### src/rtl/memory_dp_rr_arbiter_pkg.sv
// mem_arb_pkg: shared types and helpers for memory_dp_rr_arbiter.
//
// Contents:
//   state_t      - arbiter state (INIT zero-fill, RUN normal arbitration)
//   MAX_NUM_REQ  - largest supported requester count
//   REQ_IDX_W    - width of a requester index able to address MAX_NUM_REQ
//   rr_next()    - round-robin winner search, returns a one-hot grant vector
package mem_arb_pkg;

    typedef enum logic [0:0] {
        INIT = 1'b0,
        RUN  = 1'b1
    } state_t;

    localparam int MAX_NUM_REQ = 16;
    localparam int REQ_IDX_W   = 4;

    // Search starts one past the last winner and wraps at num_req, so the
    // requester granted most recently always ends up with the lowest
    // priority. The sum last+k never exceeds 2*num_req-1, so a single
    // conditional subtract is enough to wrap it.
    function automatic logic [MAX_NUM_REQ-1:0] rr_next(
        input logic [REQ_IDX_W-1:0]   last,
        input logic [MAX_NUM_REQ-1:0] valid,
        input int                     num_req
    );
        logic [REQ_IDX_W:0] idx;
        logic               found;
        rr_next = '0;
        found   = 1'b0;
        for (int k = 1; k <= MAX_NUM_REQ; k++) begin
            idx = {1'b0, last} + (REQ_IDX_W+1)'(k);
            if (int'(idx) >= num_req) begin
                idx = idx - (REQ_IDX_W+1)'(num_req);
            end
            if ((k <= num_req) && !found && valid[idx[REQ_IDX_W-1:0]]) begin
                rr_next[idx[REQ_IDX_W-1:0]] = 1'b1;
                found                       = 1'b1;
            end
        end
    endfunction

endpackage

### src/rtl/memory_if.sv
// memory_if: one port of a memory_dp instance.
//
// Signals:
//   enable      - access strobe for this cycle
//   wr_en       - 1 = write, 0 = read (meaningful only with enable)
//   addr        - word address
//   write_data  - write word
//   read_data   - read word, valid the cycle after a read access
// Modports:
//   src - the side issuing accesses (arbiter)
//   dst - the memory side
interface memory_if #(
    parameter int  ADDR_W = 1,
    parameter type data_t = logic [1:0]
);
    logic              enable;
    logic              wr_en;
    logic [ADDR_W-1:0] addr;
    data_t             write_data;
    data_t             read_data;

    modport src (output enable, output wr_en, output addr, output write_data,
                 input read_data);
    modport dst (input enable, input wr_en, input addr, input write_data,
                 output read_data);
endinterface

### src/rtl/memory_dp_rr_arbiter_rr_arbiter.sv
// rr_arbiter: round-robin grant generator with a registered last-grant pointer.
//
// Ports:
//   clk     - clock
//   rst     - synchronous active-high reset, points last_q at NUM_REQ-1
//   valid   - per-requester request valid
//   advance - high in cycles whose grant is actually taken; moves last_q
//   grant   - combinational one-hot winner (zero when nothing is valid)
module rr_arbiter
    import mem_arb_pkg::*;
#(
    parameter int NUM_REQ = 4
) (
    input  logic               clk,
    input  logic               rst,
    input  logic [NUM_REQ-1:0] valid,
    input  logic               advance,
    output logic [NUM_REQ-1:0] grant
);

    logic [REQ_IDX_W-1:0]   last_q;
    logic [REQ_IDX_W-1:0]   win_idx;
    logic [MAX_NUM_REQ-1:0] grant_full;
    logic                   unused_grant_bits;

    // Requester slots above NUM_REQ are fed zero, so their grant bits stay 0.
    always_comb begin
        grant_full = rr_next(last_q, MAX_NUM_REQ'(valid), NUM_REQ);
    end

    assign grant             = grant_full[NUM_REQ-1:0];
    assign unused_grant_bits = ^grant_full;

    // Encode the one-hot winner back to an index for the pointer.
    always_comb begin
        win_idx = '0;
        for (int i = 0; i < NUM_REQ; i++) begin
            if (grant[i]) begin
                win_idx = REQ_IDX_W'(i);
            end
        end
    end

    // Idle cycles keep the pointer, so priority does not drift while nobody asks.
    always_ff @(posedge clk) begin
        if (rst) begin
            last_q <= REQ_IDX_W'(NUM_REQ - 1);
        end else if (advance) begin
            last_q <= win_idx;
        end
    end

endmodule

### src/rtl/memory_dp_rr_arbiter.sv
// memory_dp_rr_arbiter: shares one memory_dp port among NUM_REQ requesters.
//
// Round-robin arbitration grants at most one request per cycle and drives
// the memory port from the winner. Read data (one-cycle latency) is routed
// back with a one-hot rsp_valid to the requester that issued the read.
//
// Optional feature macro: MEM_ARB_INIT_EN
//   When defined, an INIT sequencer zero-fills addresses 0..DEPTH-1 after
//   reset (one word per cycle) before any request is granted.
//
// Ports:
//   clk        - clock shared with memory_dp
//   rst        - synchronous active-high reset
//   mem_port   - memory_if.src port toward memory_dp
//   req_valid  - per-requester request valid
//   req_wr     - per-requester 1 = write, 0 = read
//   req_addr   - per-requester address
//   req_wdata  - per-requester write data
//   req_ready  - one-hot grant, same cycle as the accepted request
//   rsp_valid  - one-hot read response strobe
//   rsp_data   - read data broadcast to all requesters
//   init_done  - memory is available to requesters
module memory_dp_rr_arbiter
    import mem_arb_pkg::*;
#(
    parameter int  NUM_REQ = 4,
    parameter int  DEPTH   = 2,
    parameter type data_t  = logic [1:0],
    parameter int  ADDR_W  = (DEPTH > 1) ? $clog2(DEPTH) : 1
) (
    input  logic               clk,
    input  logic               rst,
    memory_if.src              mem_port,
    input  logic [NUM_REQ-1:0] req_valid,
    input  logic [NUM_REQ-1:0] req_wr,
    input  logic [ADDR_W-1:0]  req_addr  [NUM_REQ],
    input  data_t              req_wdata [NUM_REQ],
    output logic [NUM_REQ-1:0] req_ready,
    output logic [NUM_REQ-1:0] rsp_valid,
    output data_t              rsp_data,
    output logic               init_done
);

    logic [NUM_REQ-1:0] grant;
    logic [NUM_REQ-1:0] rd_pend_q;
    logic               run;
    logic               in_init;
    logic [ADDR_W-1:0]  init_addr;
    logic               mux_wr;
    logic [ADDR_W-1:0]  mux_addr;
    data_t              mux_wdata;

    rr_arbiter #(
        .NUM_REQ (NUM_REQ)
    ) u_rr (
        .clk     (clk),
        .rst     (rst),
        .valid   (req_valid),
        .advance (|req_ready),
        .grant   (grant)
    );

`ifdef MEM_ARB_INIT_EN
    state_t            state_q;
    logic [ADDR_W-1:0] init_cnt_q;

    // Zero-fill sequencer: one word per cycle, leaves INIT after DEPTH-1.
    always_ff @(posedge clk) begin
        if (rst) begin
            state_q    <= INIT;
            init_cnt_q <= '0;
        end else if (state_q == INIT) begin
            if (init_cnt_q == ADDR_W'(DEPTH - 1)) begin
                state_q <= RUN;
            end else begin
                init_cnt_q <= init_cnt_q + ADDR_W'(1);
            end
        end
    end

    assign run       = (state_q == RUN);
    assign in_init   = (state_q == INIT);
    assign init_addr = init_cnt_q;
`else
    assign run       = 1'b1;
    assign in_init   = 1'b0;
    assign init_addr = '0;
`endif

    // Outputs are gated by rst as well, so the reset cycle itself is quiet
    // and an in-flight response is dropped rather than delivered.
    assign req_ready = grant & {NUM_REQ{run && !rst}};
    assign init_done = run && !rst;
    assign rsp_valid = rst ? '0 : rd_pend_q;

    always_comb begin
        rsp_data = '0;
        if (!rst && (|rd_pend_q)) begin
            rsp_data = mem_port.read_data;
        end
    end

    // Winner mux; grant is one-hot so at most one iteration matches.
    always_comb begin
        mux_wr    = 1'b0;
        mux_addr  = '0;
        mux_wdata = '0;
        for (int i = 0; i < NUM_REQ; i++) begin
            if (grant[i]) begin
                mux_wr    = req_wr[i];
                mux_addr  = req_addr[i];
                mux_wdata = req_wdata[i];
            end
        end
    end

    // Memory port: INIT writes zeros, RUN forwards the accepted request,
    // idle cycles drive everything to zero.
    always_comb begin
        mem_port.enable     = 1'b0;
        mem_port.wr_en      = 1'b0;
        mem_port.addr       = '0;
        mem_port.write_data = '0;
        if (!rst) begin
            if (in_init) begin
                mem_port.enable = 1'b1;
                mem_port.wr_en  = 1'b1;
                mem_port.addr   = init_addr;
            end else if (|req_ready) begin
                mem_port.enable     = 1'b1;
                mem_port.wr_en      = mux_wr;
                mem_port.addr       = mux_addr;
                mem_port.write_data = mux_wdata;
            end
        end
    end

    // Remember who issued a read so the next cycle's data goes back to it.
    always_ff @(posedge clk) begin
        if (rst) begin
            rd_pend_q <= '0;
        end else begin
            rd_pend_q <= req_ready & {NUM_REQ{~mux_wr}};
        end
    end

endmodule

### src/flat_wrapper.sv
// flat-port wrapper written by rule: the top's interface ports become plain ports
module memory_dp_rr_arbiter_flat import mem_arb_pkg::*;
#(
    parameter int  NUM_REQ = 4,
    parameter int  DEPTH   = 2,
    parameter type data_t  = logic [1:0],
    parameter int  ADDR_W  = (DEPTH > 1) ? $clog2(DEPTH) : 1
)
  (clk, rst, req_valid, req_wr, req_addr, req_wdata, req_ready, rsp_valid, rsp_data, init_done, mem_port_enable, mem_port_wr_en, mem_port_addr, mem_port_write_data, mem_port_read_data);
  memory_if #(.ADDR_W(ADDR_W), .data_t(data_t)) mem_port_i ();
  input  logic clk;
  input  logic rst;
  input  logic [NUM_REQ-1:0] req_valid;
  input  logic [NUM_REQ-1:0] req_wr;
  input  logic [ADDR_W-1:0] req_addr[NUM_REQ];
  input  data_t req_wdata[NUM_REQ];
  output logic [NUM_REQ-1:0] req_ready;
  output logic [NUM_REQ-1:0] rsp_valid;
  output data_t rsp_data;
  output logic init_done;
  output wire logic [$bits(mem_port_i.enable)-1:0] mem_port_enable;
  output wire logic [$bits(mem_port_i.wr_en)-1:0] mem_port_wr_en;
  output wire logic [$bits(mem_port_i.addr)-1:0] mem_port_addr;
  output wire logic [$bits(mem_port_i.write_data)-1:0] mem_port_write_data;
  input wire logic [$bits(mem_port_i.read_data)-1:0] mem_port_read_data;
  assign mem_port_enable = mem_port_i.enable;
  assign mem_port_wr_en = mem_port_i.wr_en;
  assign mem_port_addr = mem_port_i.addr;
  assign mem_port_write_data = mem_port_i.write_data;
  assign mem_port_i.read_data = mem_port_read_data;
  memory_dp_rr_arbiter #(.NUM_REQ(NUM_REQ), .DEPTH(DEPTH), .data_t(data_t), .ADDR_W(ADDR_W)) u_core (.clk(clk), .rst(rst), .mem_port(mem_port_i), .req_valid(req_valid), .req_wr(req_wr), .req_addr(req_addr), .req_wdata(req_wdata), .req_ready(req_ready), .rsp_valid(rsp_valid), .rsp_data(rsp_data), .init_done(init_done));
endmodule
### config.mk
export PLATFORM = sky130hd
export DESIGN_NAME = memory_dp_rr_arbiter_flat
export DESIGN_NICKNAME = d
export VERILOG_FILES = /design/src/rtl/memory_dp_rr_arbiter_pkg.sv /design/src/rtl/memory_if.sv /design/src/rtl/memory_dp_rr_arbiter_rr_arbiter.sv /design/src/rtl/memory_dp_rr_arbiter.sv /design/src/flat_wrapper.sv
export SDC_FILE = /design/constraint.sdc
export NUM_CORES = 1
export LEC_CHECK = 0
export CORE_MARGIN = 4
export CORE_UTILIZATION = 46
export CTS_CLUSTER_DIAMETER = 80
export DETAILED_ROUTE_END_ITERATION = 16
export HOLD_SLACK_MARGIN = 0.12
export PLACE_DENSITY = 0.85
export SETUP_SLACK_MARGIN = 0.4
export SYNTH_ARGS = -nofsm -noshare
export SYNTH_HDL_FRONTEND = slang
export SYNTH_SLANG_ARGS = --single-unit
### constraint.sdc
create_clock -name clk -period 9 [get_ports clk]
set_input_delay 2.25 -clock clk [delete_from_list [all_inputs] [get_ports clk]]
set_output_delay 2.25 -clock clk [all_outputs]
set_load 0.01 [all_outputs]
==> metrics <==
status completed; GRT Overall Usage 0.183; CP peak stage delay 0.66 ns; top cells by area, synth dfxtp_1, ha_1, nor2b_1; pwr dens roughly 370 mW/mm2; Pre-Repair DR Iteration Count 4; die width 54.1 um; Final Max Tran Viols 0; Syn Nets ~130; Worst-Margin Slew 0.871 ns; initial antenna violation count 0; H-tree depth 1; hpwl dp 1960 um; count of warnings emitted by yosys 0; Multi-input gate area between 700 and 800 um2; critical path arrival 5.51 ns; Ports 40; PostCTS Resize Cnt 0; clock root buffer clkbuf_4; Internal Pwr Total 0.264 mW; # diodes 0; Peak supply drop around 0.00023 V; Reg area 120 um2; CP cell instances clkdlybuf4s50_1 > mux2i_2 > nor3b_2 > or2_1 > o21ai_1 > a221oi_2 > mux2_2 > a21oi_1 > clkdlybuf4s50_1; FMAX 129 MHz; gpl congestion between 0.8 and 0.9; Setup Skew 0.00345 ns; family with the most delay on the worst path buffers and inverters; DIE AREA roughly 0.0029 mm2; first-pass GRT wire length approximately 4000 um; Layout area overhead 40.9%; Die Y 54.1 um; setup TNS 0 ns; starting density of the core 0.492; final-report setup violation count 0; Post-Syn Area 976 um2; post-synthesis sequential area ratio 0.123; grt ovf 0; syn avg cell area 9.86 um2; Worst slew margin 0.420; worst-skew pair later-pin latency 0.26 ns; share of the synthesized area in the top cell type 0.123; Sw Ratio 0.476; fin nets roughly 170; vias just over 900; RSZ-0062 raised after global routing false; Total Wirelength 2350 um; Bufs on Longest Clock Path 2; Synth Flop Type dfxtp_1; WS Path Type in -> out; ANT nets after route 0; Clk network pwr share 0.053; core area 0.00198 mm2; drt wl/cell 14.3 um; DRC Markers 0; Slowest-stage cell, CP a221oi_2; crit start category primary input; Comb pwr share 0.842; Mapped Cells around 100; number of enable flip-flop cells after synthesis 0; # rows 16; DR vias/cell 5.55; Reg power frac 0.105; number of library cell types mapped by synthesis 49; share of cells above drive strength 1 0.175; fill count 149; hold buffers post-CTS 0; Hold Violations, Final 0; Final period util 0.862; vias in the first global route 898; leakage roughly 0.57 nW; Final Critical Period 7.76 ns; maxcap violations 0; CTS tree done; count leader, synth nor2_1; CTS clk-pin slew, worst paths 0.05 ns; Crit. End Element output pin; cell taking the most area after synthesis dfxtp_1; peak fanout along the critical path 12; Async SR Flop Fraction 0; worst reg-to-reg setup slack 5.57 ns; TritonCTS buffer count 3; final core occ 0.694; Hold Path Class reg -> reg; Port Buffers 39; Synth top cells by count nor2_1, ha_1, nor2b_1, dfxtp_1, inv_1; clock sinks 6; largest net degree at the start of global routing 13; #FFs+latches synth 6; Buffers & Inverters on Critical Path 2; setup bufs post-CTS 0; CP Data Required Time approximately 6.8 ns; CP dominant cell by count clkdlybuf4s50_1; DRT iter0 DRCs 11; P_sw about 0.24 mW
through the flow:
stage | power (mW) | worst slack [ns] | cell area (um2) | std cells | hold slack (ns)
2_1_floorplan | 0.367 | 2.71 | 976 | 99 | 0.662
3_3_place_gp | 0.467 | 1.40 | 1350 | 161 | 0.723
3_5_place_dp | 0.478 | 1.26 | 1350 | 161 | 0.741
4_1_cts | 0.507 | 1.25 | 1380 | 164 | 0.749
5_1_grt | 0.550 | 0.942 | 1380 | 164 | 0.801
6_report | 0.502 | 1.24 | 1380 | 164 | 0.756
worst reg2reg max path: stages, from the launching register on:
cell and delay (ns):
dfxtp_1 0.60, inv_1 0.22, ha_1 0.42, nor3b_2 0.46, or2_1 0.23, o21ai_1 0.10, a221oi_2 0.66, mux2_2 0.44
and3_1 0.18
cells in the final DEF (no fill, tap or decap), types with 2 or more instances in the layout:
| cell type | count |
|---|---|
| a21o_1 | 2 |
| a311oi_1 | 3 |
| and2_1 | 2 |
| and2_2 | 2 |
| and3_1 | 3 |
| clkbuf_4 | 3 |
| clkdlybuf4s50_1 | 39 |
| dfxtp_1 | 6 |
| ha_1 | 8 |
| inv_1 | 5 |
| mux2i_1 | 3 |
| mux2i_2 | 2 |
| nand4b_1 | 3 |
| nor2_1 | 10 |
| nor2b_1 | 8 |
| nor3b_2 | 2 |
| nor4b_1 | 3 |
| o21ai_0 | 2 |
final timing paths:
kind,start,cells past startpoint,end
hold reg to reg,u_core.u_rr.last_q[1],1,u_core.u_rr.last_q[1]
hold / removal,u_core.u_rr.last_q[1],1,u_core.u_rr.last_q[1]
setup reg to reg,u_core.u_rr.last_q[0],8,u_core.rd_pend_q[1]
setup / recovery,req_valid[3],9,mem_port_wr_en
layer usage:
layer | up-vias | part of all wire | track usage | wire length (um)
li1 | 459 | - | - | -
met1 | 425 | 0.42 | 0.218 | 997
met2 | 22 | 0.52 | 0.317 | 1220
met3 | 5 | 0.042 | 0.0443 | 98
met4 | 0 | 0.017 | 0.0622 | 40
met5 | - | 0 | 0 | 0
power by group through the flow:
stage	clock, mW	sequential [mW]	combinational [mW]
after floorplan	0	0.0474	0.319
after global placement	0	0.0526	0.415
after detailed placement	0	0.0534	0.424
after CTS	0.0273	0.0528	0.426
after global routing	0.0281	0.0546	0.467
final	0.0268	0.0527	0.423
state kept, by name, indices dropped and copies added, names as in the netlist:
register	count
u_core.u_rr.last_q	2
u_core.rd_pend_q	4
cells by family after synthesis:
group / share of synthesized area
buffers and inverters: 0.0679
multiplexers: 0.124
adder cells (fa/ha/maj): 0.103
AND/OR/NAND/NOR: 0.322
flip-flops: 0.123
AO/OA/AOI/OAI: 0.260
final cells by class:
cell class / count / area share
repair buffers: 39 / 0.284
clock buffers: 3 / 0.0164
inverters: 5 / 0.0136
well taps: 27 / 0.0246
multi-input cells: 84 / 0.574
flip-flops and latches: 6 / 0.0874
Note: power is estimated with default switching activity, not from simulation.
